### config.mk
export PLATFORM = sky130hd
export DESIGN_NAME = motor_array_pwm
export DESIGN_NICKNAME = d
export VERILOG_FILES = /design/src/rtl/motor_array_pwm.sv
export SDC_FILE = /design/constraint.sdc
export NUM_CORES = 1
export LEC_CHECK = 0
export CORE_ASPECT_RATIO = 2
export CORE_UTILIZATION = 59
export DETAILED_ROUTE_END_ITERATION = 12
export GPL_TIMING_DRIVEN = 1
export PLACE_DENSITY_LB_ADDON = 0.3
export REMOVE_ABC_BUFFERS = 1
export SKIP_CTS_REPAIR_TIMING = 1
export SLEW_MARGIN = 20
export SYNTH_ARGS = -nofsm -noshare
export SYNTH_HDL_FRONTEND = slang
export SYNTH_SLANG_ARGS = --single-unit
export TNS_END_PERCENT = 5
### constraint.sdc
create_clock -name CLK -period 2.2 [get_ports CLK]
set_input_delay 0.44 -clock CLK [delete_from_list [all_inputs] [get_ports CLK]]
set_output_delay 0.44 -clock CLK [all_outputs]
set_load 0.03 [all_outputs]
### src/rtl/motor_array_pwm.sv
// N-channel DC motor controller: per-channel run/dead/stop FSM with a shared PWM counter.
// Optional soft-start ramp on the effective duty is compiled in with `define MOTOR_RAMP_EN.
module motor_array_pwm #(
    parameter int CH        = 2,
    parameter int PWM_BITS  = 8,
    parameter int DEAD_TIME = 124999999
) (
    input  logic                   CLK,
    input  logic                   RST,
    input  logic [CH-1:0]          BTN,
    input  logic [CH-1:0]          SW,
    input  logic                   PWM_EN,
    input  logic [CH*PWM_BITS-1:0] DUTY,
    output logic [CH-1:0]          MOTOR_EN,
    output logic [CH-1:0]          MOTOR_DIR,
    output logic [CH-1:0]          DEAD_ACTIVE
);

    localparam int DW = (DEAD_TIME > 0) ? $clog2(DEAD_TIME + 1) : 1;
    localparam logic [DW-1:0]       DEAD_LAST = DW'(DEAD_TIME);
    localparam logic [PWM_BITS-1:0] PWM_MAX   = '1;

    typedef enum logic [1:0] {
        ST_STOP = 2'd0,
        ST_RUN  = 2'd1,
        ST_DEAD = 2'd2
    } state_t;

    logic [PWM_BITS-1:0] r_pwm_cnt;
    logic                w_wrap;

    assign w_wrap = (r_pwm_cnt == PWM_MAX);

    always_ff @(posedge CLK) begin
        if (RST) begin
            r_pwm_cnt <= '0;
        end else begin
            r_pwm_cnt <= r_pwm_cnt + 1'b1;
        end
    end

    genvar gi;
    generate
        for (gi = 0; gi < CH; gi++) begin : g_ch
            state_t              r_state;
            state_t              w_state_next;
            logic [PWM_BITS-1:0] r_shadow;
            logic [PWM_BITS-1:0] w_shadow_next;
            logic [PWM_BITS-1:0] w_eff_duty;
            logic [DW-1:0]       r_dead_cnt;
            logic                r_en;
            logic                r_dir;
            logic                r_dead;
            logic                w_exit;
            logic                w_pwm_on;

            // Duty only changes on a period boundary so a period is never split.
            assign w_shadow_next = w_wrap ? DUTY[gi*PWM_BITS +: PWM_BITS] : r_shadow;
            assign w_exit        = ~BTN[gi] | (SW[gi] != r_dir);
            assign w_pwm_on      = PWM_EN ? (r_pwm_cnt < w_eff_duty) : 1'b1;

            always_comb begin
                w_state_next = r_state;
                case (r_state)
                    ST_STOP: if (BTN[gi]) w_state_next = ST_RUN;
                    ST_RUN:  if (w_exit) w_state_next = ST_DEAD;
                    ST_DEAD: if (r_dead_cnt == DEAD_LAST) w_state_next = ST_STOP;
                    default: w_state_next = ST_STOP;
                endcase
            end

            always_ff @(posedge CLK) begin
                if (RST) begin
                    r_state <= ST_STOP;
                end else begin
                    r_state <= w_state_next;
                end
            end

            always_ff @(posedge CLK) begin
                if (RST) begin
                    r_shadow   <= '0;
                    r_dead_cnt <= '0;
                    r_en       <= 1'b0;
                    r_dir      <= 1'b0;
                    r_dead     <= 1'b0;
                end else begin
                    r_shadow <= w_shadow_next;
                    if (r_state == ST_RUN && w_state_next == ST_DEAD) begin
                        r_dead_cnt <= '0;
                    end else if (r_state == ST_DEAD && r_dead_cnt != DEAD_LAST) begin
                        r_dead_cnt <= r_dead_cnt + 1'b1;
                    end
                    r_en   <= (r_state == ST_RUN && w_state_next == ST_RUN) ? w_pwm_on : 1'b0;
                    // Direction follows the switch only while stopped, so it never moves under an enabled bridge.
                    if (r_state == ST_STOP) begin
                        r_dir <= SW[gi];
                    end
                    r_dead <= (w_state_next == ST_DEAD);
                end
            end

`ifdef MOTOR_RAMP_EN
            logic [PWM_BITS-1:0] r_eff;

            always_ff @(posedge CLK) begin
                if (RST) begin
                    r_eff <= '0;
                end else if (r_state == ST_STOP && w_state_next == ST_RUN) begin
                    r_eff <= '0;
                end else if (w_shadow_next < r_eff) begin
                    r_eff <= w_shadow_next;
                end else if (w_wrap && r_eff < w_shadow_next) begin
                    r_eff <= r_eff + 1'b1;
                end
            end

            assign w_eff_duty = r_eff;
`else
            assign w_eff_duty = r_shadow;
`endif

            assign MOTOR_EN[gi]    = r_en;
            assign MOTOR_DIR[gi]   = r_dir;
            assign DEAD_ACTIVE[gi] = r_dead;
        end
    endgenerate

endmodule

# ---- After elaboration in Yosys (flattened, before gate mapping)
# Index checks and enable logic that the tools add are counted.
dict set report totals {
  regBits 88
  input_bits 23
  out_inout_bits 6
  word_cells 61
}
dict set report op_classes {
  addsub 3
  magnitude_cmp 2
  eq_ne 15
  n_mux 10
  bitwise_logic 6
  n_reduce_logical 12
}
# operator count
set ops {}
lappend ops {{adder 27 x 1 -> 27 bit, second input constant} 2}
lappend ops {{== test 27 bit, second input constant} 2}
lappend ops {{!= test 27 bit, second input constant} 2}
lappend ops {{less-than comparator 8 bit} 2}
lappend ops {{2-to-1 mux 2 bit} 6}
lappend ops {{one-hot mux 2 bit (3 select lines)} 2}
lappend ops {{adder 8 x 1 -> 8 bit, second input constant} 1}
lappend ops {{== test 2 x 1 -> 1 bit, second input constant} 4}
lappend ops {{== test 2 bit, second input constant} 4}
lappend ops {{== test 8 bit, second input constant} 1}
lappend ops {{OR reduction 2 bit} 4}
lappend ops {{logical AND 1 bit} 6}
lappend ops {{logical NOT 2 bit} 2}
lappend ops {{inverter 1 bit} 4}
lappend ops {{2-to-1 mux 1 bit} 2}
lappend ops {{!= test 1 bit} 2}
lappend ops {{OR 1 bit} 2}

# ---- Depth between registers and ports, before layout
# Gate-level depths: netlist (run 1).
dict set report logic_depth {
  word_depth 8
  depth_mapped 8
  mapped_depth_nobuf 7
}

# ---- Worst setup path after synthesis (run 1)
# Ideal clock, no wire load.
dict set report synth_timing {
  path_kind {reg-to-reg}
  startpoint {register g_ch[0].r_dead_cnt[0]}
  endpoint {register g_ch[0].r_dead_cnt[1]}
  setup_ns 0.127
  t_arrival_ns 1.828
  required_ns 2.073
  setup_slack_ns 0.244
  stages_incl_launch_ff 8
  n_path_buf 1
  synth_period_minus_slack_ns 1.956
  path_cell_list {dfxtp_1 > ha_1 > nand3_1 > or4_1 > o21ai_1 > buf_2 > mux2i_1 > nor2_1}
}
dict set report synth_between {
  elab_chain_len 6
  word_cells_on_any_way 9
  cone_classes {1 x add/sub; 3 x eq/ne; 2 x mux; 3 x reduce/logical}
}
# item line_no
set synth_lines {}
lappend synth_lines {{start: declaration} 50} ;# logic [DW-1:0] r_dead_cnt;
lappend synth_lines {{start signal: assignment} 92} ;# r_dead_cnt <= r_dead_cnt + 1'b1;
lappend synth_lines {{== test 27 bit} 67} ;# ST_DEAD: if (r_dead_cnt == DEAD_LAST) w_state_next = ST_STOP;
lappend synth_lines {{2-to-1 mux 2 bit} 67}
lappend synth_lines {{one-hot mux 2 bit (3 select lines)} 64} ;# case (r_state)
lappend synth_lines {{== test 2 bit} 89} ;# if (r_state == ST_RUN && w_state_next == ST_DEAD) begin
lappend synth_lines {{logical AND 1 bit} 89}
lappend synth_lines {{OR reduction 2 bit (no line)} -}
# Several ways; a longest one is shown, not always the timed one.
# A chain may end at the register's enable or synchronous reset.

# ---- Final worst setup path (run 1)
dict set report layout_timing {
  startpoint {register g_ch[0].r_dead_cnt[6]}
  endpoint {register g_ch[0].r_dead_cnt[14]}
}
# The elaborated chain is that of the path after synthesis.

==> flow_metrics.py, run 1 <==
metrics = {
    "run_status": {
        "status": "complete, no violations",
    },
    "place": {
        "hpwlAfterDp_um": 7730,
        "place_congestion": 0.9093,
        "dp_slack_ns": 0.002332,
        "io_buffer_count": 28,
    },
    "detailed_routing": {
        "totalWireLength_um": 10500,
        "routedWlPerCell_um": 15.44,
        "vias": 4104,
        "detail-route-antenna-nets": 0,
        "viasPerCell": 6.035,
        "dr.pass1.iters": 5,
        "drt_iter0_drc": 249,
        "drcViolationCount": 0,
    },
    "synthesis": {
        "synth_compound_gate_area_share": 0.1227,
        "synthDistinctLibCells": 51,
        "synthCells": 548,
        "yosys.area.top_type_share": 0.3943,
        "synth_top_area_cell": "dfxtp_1",
        "synth-simple-area-share": 0.3134,
        "yosys_warnings": 0,
        "synthAdderAreaFrac": 0.04761,
        "synthFlopType": "dfxtp_1",
        "synthXorXnorAreaFrac": 0.05685,
        "synth_area_leaders": "dfxtp_1 39%, nand2_1 6.0%, a21oi_1 4.9%, ha_1 4.8%, xnor2_1 3.5%",
        "synth-edff-count": 0,
        "postSynthAreaPerCell_um2": 8.153,
        "ys_async_sr_fraction": 0,
        "yosys_register_bits": 88,
        "synth_top_family_by_area": "simple AND/OR/NAND/NOR gates",
        "seq_area_frac_synth": 0.3943,
        "synthMuxAreaShare": 0.01148,
        "synth_area_mm2": 0.004468,
    },
    "power": {
        "power.leakage_nw": 1.804,
        "total_power_mw": 3.727,
        "power.density_mw_per_mm2": 705.2,
        "max-vdd-ir-drop_mv": 0.5285,
    },
    "cts": {
        "cts_max_path_buffers": 2,
        "clockRootBuffer": "clkbuf_16",
        "clk_latency_ns": 0.34,
        "path_clk_slew_ns": 0.06,
        "h-tree-depth": 3,
        "cts_tree": "yes",
        "cts.sinks": 88,
        "cts_buffers": 9,
    },
    "die": {
        "io_pins": 29,
        "num_rows": 44,
        "die-area_mm2": 0.007946,
        "die_h_um": 125.1,
        "start_util": 0.6148,
        "core_area_mm2": 0.007267,
        "die-width_um": 63.54,
    },
    "worst_hold_path": {
        "holdPathStages": 2,
        "whs_endpoint": "g_ch[1].r_shadow[1]",
        "min_from": "g_ch[1].r_shadow[1]",
        "hold_class": "flop to flop",
    },
    "layout": {
        "final_core_util": 0.7273,
        "final_layout_size_suffix_gt1_frac": 0.09524,
        "nets": 623,
        "ff_latch_area_mm2": 0.001762,
        "area_growth_pct": 18.29,
        "fill_cells": 563,
        "final_cell_mix": "88 x dfxtp_1, 72 x nand2_1, 44 x a21oi_1",
        "antenna_cells": 0,
        "layout_commonest_cell": "dfxtp_1",
        "multiInputGateArea_mm2": 0.002476,
    },
    "worst_setup_path": {
        "rrSetupSlack_ns": 0.14,
        "arrival_ns": 2.33,
        "endpoint_kind": "flop",
        "critPathLaunch": "g_ch[0].r_dead_cnt[6]",
        "rr_worst_depth": 4,
        "r2r_start": "g_ch[0].r_dead_cnt[6]",
        "crit_required_ns": 2.47,
        "critPathKind": "flop to flop",
        "startpoint_type": "flop",
        "path_max_fanout": 9,
        "r2r_end": "g_ch[0].r_dead_cnt[14]",
    },
    "grt": {
        "grt_usage": 0.2821,
        "antenna_found_initial": 0,
        "overflow": 0,
        "grt_max_degree": 24,
        "grt_pass1_vias": 4206,
        "grt_pass1_wl_um": 17930,
    },
    "sta": {
        "max_slew_margin": 0.6009,
        "rsz0062_at_grt": "no",
        "finClkSkew_ns": 0.007277,
        "setup_slack_ns": 0.1419,
        "tightest_slew_ns": 0.5987,
        "fmax_mhz": 485.9,
        "hold_viol": 0,
        "setup_viol": 0,
        "final_max_slew_viol_count": 0,
        "fin_crit_ns": 2.058,
        "fin_crit_sh": 0.9355,
    },
    "flow_run": {
        "maxCapViolations": 0,
    },
}
-- power breakdown --
part | total [mW] | leakage [nW] | internal (mW) | switching (mW)
logic | 0.226 | 0.917 | 0.110 | 0.116
registers | 1.63 | 0.711 | 1.61 | 0.0217
clock network | 1.87 | 0.176 | 1.26 | 0.610
-- through the flow --
stage / cells / hold slack, ns / area, um2 / TNS (ns)
floorplan: 518 / 0.4303 / 4314 / -0.002733
global placement: 664 / 0.4452 / 4905 / 0
detailed placement: 664 / 0.4493 / 4905 / 0
CTS: 680 / 0.4584 / 5275 / 0
global route: 680 / 0.4813 / 5285 / 0
finish: 680 / 0.4561 / 5285 / 0
-- cell families after synthesis --
group                    after synthesis
adder cells (fa/ha/maj)               17
AND/OR/NAND/NOR                      263
multiplexers                           5
AO/OA/AOI/OAI                         93
XOR/XNOR                              29
buffers and inverters                 53
flip-flops                            88
-- layer usage --
metal,GRT usage,up-vias,wire length (um)
li1,-,2012,-
met1,0.2642,1946,3799
met2,0.5407,105,5954
met3,0.05292,41,292
met4,0.1644,0,455
met5,0,-,0
-- cells in the mapped netlist (2+ instances only) --
cell type	instances
o21ai_0	19
nor2_1	41
nand2_1	72
mux2i_1	4
and3_2	2
a21oi_1	44
a221o_1	2
o31ai_1	6
ha_1	17
nor4_1	11
and3_1	11
nand2b_1	6
or3_1	18
clkbuf_1	16
nand3_1	24
inv_1	23
o21bai_1	2
dfxtp_1	88
a2111oi_0	3
a21o_1	2
or2_2	2
nor2b_1	4
or4_1	16
nand4_1	14
nor3_1	13
or3_2	2
buf_4	7
nor4b_1	7
o211ai_1	10
nor2_2	2
o21a_1	2
xnor2_1	18
and2_1	6
nand4b_1	2
buf_2	6
xor2_1	11
-- final cells by class --
type / instances / area share
clock buffer: 11 / 0.04593
clock inverter: 5 / 0.02415
inverter: 23 / 0.01634
multi-input combinational: 407 / 0.4685
sequential: 88 / 0.3333
tap: 92 / 0.02178
timing repair buffer: 54 / 0.08996
-- critical path, stage by stage, from the launching register on --
cell and delay, ns:
dfxtp_1 0.43, nand3_1 0.16, or4_1 0.69, or4_1 0.56, a21oi_1 0.15
-- worst max path at each step --
stage                             endpoint  cells after the start
finish              g_ch[0].r_dead_cnt[14]                      4
global route        g_ch[0].r_dead_cnt[16]                      5
CTS                  g_ch[0].r_dead_cnt[1]                      7
detailed placement   g_ch[0].r_dead_cnt[9]                      6
global placement     g_ch[0].r_dead_cnt[6]                      6
floorplan           g_ch[0].r_dead_cnt[13]                      6
-- registers in the layout, summed over array words and instances (netlist names) --
name,flops
g_ch.r_dead,2
g_ch.r_dead_cnt,54
g_ch.r_dir,2
g_ch.r_en,2
g_ch.r_shadow,16
g_ch.r_state,4
r_pwm_cnt,8
(Power assumes the default switching activity.)
==> run 2, diff against run 1 <==
Settings changed: SKIP_LAST_GASP from default to 1.
==> flow_metrics.py, run 2 (same netlist as run 1, synthesis figures left out) <==
metrics = {
    "run_status": {
        "status": "complete, no violations",
    },
    "layout": {
        "fill_cells": 562,
        "stdcell_count": 680,
        "nets": 623,
        "final_area_mm2": 0.005279,
        "final_core_util": 0.7264,
        "largest_reg_flops": 54,
        "multiInputGateArea_mm2": 0.002470,
        "final_cell_mix": "88 x dfxtp_1, 72 x nand2_1, 44 x a21oi_1",
        "final_layout_size_suffix_gt1_frac": 0.09354,
        "ff_latch_area_mm2": 0.001762,
        "area_growth_pct": 18.15,
        "top_register": "g_ch.r_dead_cnt",
        "layout_commonest_cell": "dfxtp_1",
        "reg.largest.list": "g_ch.r_dead_cnt x54, g_ch.r_shadow x16, r_pwm_cnt x8",
        "antenna_cells": 0,
    },
    "detailed_routing": {
        "dr.pass1.iters": 4,
        "routedWlPerCell_um": 15.36,
        "detail-route-antenna-nets": 0,
        "viasPerCell": 5.974,
        "vias": 4062,
        "drt_iter0_drc": 244,
        "totalWireLength_um": 10450,
        "drcViolationCount": 0,
    },
    "die": {
        "core_area_mm2": 0.007267,
        "die-width_um": 63.54,
        "die_h_um": 125.1,
        "io_pins": 29,
        "die-area_mm2": 0.007946,
        "start_util": 0.6148,
        "num_rows": 44,
    },
    "place": {
        "io_buffer_count": 28,
        "place_area_mm2": 0.004905,
        "dp_cells": 664,
        "place_congestion": 0.9093,
        "hpwlAfterDp_um": 7730,
    },
    "sta": {
        "hold_viol": 0,
        "fmax_mhz": 486.4,
        "fin_crit_ns": 2.056,
        "max_slew_margin": 0.6069,
        "finClkSkew_ns": 0.006152,
        "fin_setup_tns_ns": 0,
        "fin_crit_sh": 0.9346,
        "tightest_slew_ns": 0.5896,
        "setup_viol": 0,
        "final_max_slew_viol_count": 0,
        "hold-worst-slack_ns": 0.4567,
        "rsz0062_at_grt": "yes",
    },
    "flow_run": {
        "maxCapViolations": 0,
    },
    "worst_setup_path": {
        "arrival_ns": 2.29,
        "path_max_fanout": 8,
        "crit_required_ns": 2.43,
        "endpoint_kind": "flop",
        "startpoint_type": "flop",
        "critPathKind": "flop to flop",
    },
    "cts": {
        "cts_max_path_buffers": 2,
        "h-tree-depth": 3,
        "clockRootBuffer": "clkbuf_16",
        "cts_tree": "yes",
        "clk_latency_ns": 0.34,
        "cts.sinks": 88,
        "cts_buffers": 9,
        "path_clk_slew_ns": 0.06,
    },
    "grt": {
        "grt_pass1_wl_um": 17930,
        "antenna_found_initial": 0,
        "grt_max_degree": 24,
        "grt_usage": 0.2821,
        "overflow": 0,
        "grt_pass1_vias": 4206,
    },
    "power": {
        "power.density_mw_per_mm2": 706.7,
        "power.leakage_nw": 1.804,
        "max-vdd-ir-drop_mv": 0.5287,
    },
    "worst_hold_path": {
        "hold_class": "flop to flop",
    },
}
-- run 2: cell counts in the layout (fill, tap and decap cells not counted) --
Identical to the previous run, type by type.
-- run 2: power breakdown --
part	total [mW]	switching, mW	internal, mW	leakage (nW)
Clock	1.87	0.614	1.26	0.176
Combinational	0.226	0.116	0.110	0.917
Sequential	1.63	0.0218	1.61	0.711
-- run 2: routing by layer --
| metal | GRT usage | part of all wire | wire [um] |
|---|---|---|---|
| met3 | 0.05292 | 0.025 | 264 |
| met4 | 0.1644 | 0.038 | 392 |
| met1 | 0.2642 | 0.36 | 3786 |
| met5 | 0 | 0 | 0 |
| met2 | 0.5407 | 0.57 | 6005 |
-- run 2: cell type report --
| class | count | share of cell area |
|---|---|---|
| Inverter | 23 | 0.01635 |
| Tap cell | 92 | 0.02181 |
| Clock buffer | 11 | 0.04598 |
| Clock inverter | 5 | 0.02418 |
| Timing Repair Buffer | 54 | 0.09007 |
| Multi-Input combinational cell | 407 | 0.4679 |
| Sequential cell | 88 | 0.3337 |
-- run 2: worst max-delay path, cell delays in order, from the launching register on --
cell,delay (ns)
dfxtp_1,0.38
ha_1,0.23
nand3_1,0.14
or4_1,0.55
o21ai_2,0.22
buf_4,0.20
mux2i_1,0.18
nor2_1,0.05
-- run 2: path summary, 6_finish.rpt --
kind,from,to,slack (ns),cells after the start
min reg2reg,g_ch[1].r_shadow[1],g_ch[1].r_shadow[1],0.46,2
max reg2reg,g_ch[0].r_dead_cnt[0],g_ch[0].r_dead_cnt[1],0.14,7
max,g_ch[0].r_dead_cnt[0],g_ch[0].r_dead_cnt[1],0.14,7
min,g_ch[1].r_shadow[1],g_ch[1].r_shadow[1],0.46,2
-- run 2: per-stage QoR --
stage / power (mW) / setup WS [ns]
3_5_place_dp: 1.892 / 0.002332
2_1_floorplan: 1.772 / -0.002733
4_1_cts: 3.753 / 0.07097
6_report: 3.730 / 0.1439
3_3_place_gp: 1.886 / 0.05624
5_1_grt: 3.832 / -0.03527
==> run 3, diff against run 2 <==
Settings changed: SLEW_MARGIN 20 to 30.
==> results of run 3 <==
Final layout, timing and power as in run 2 (identical DEF).
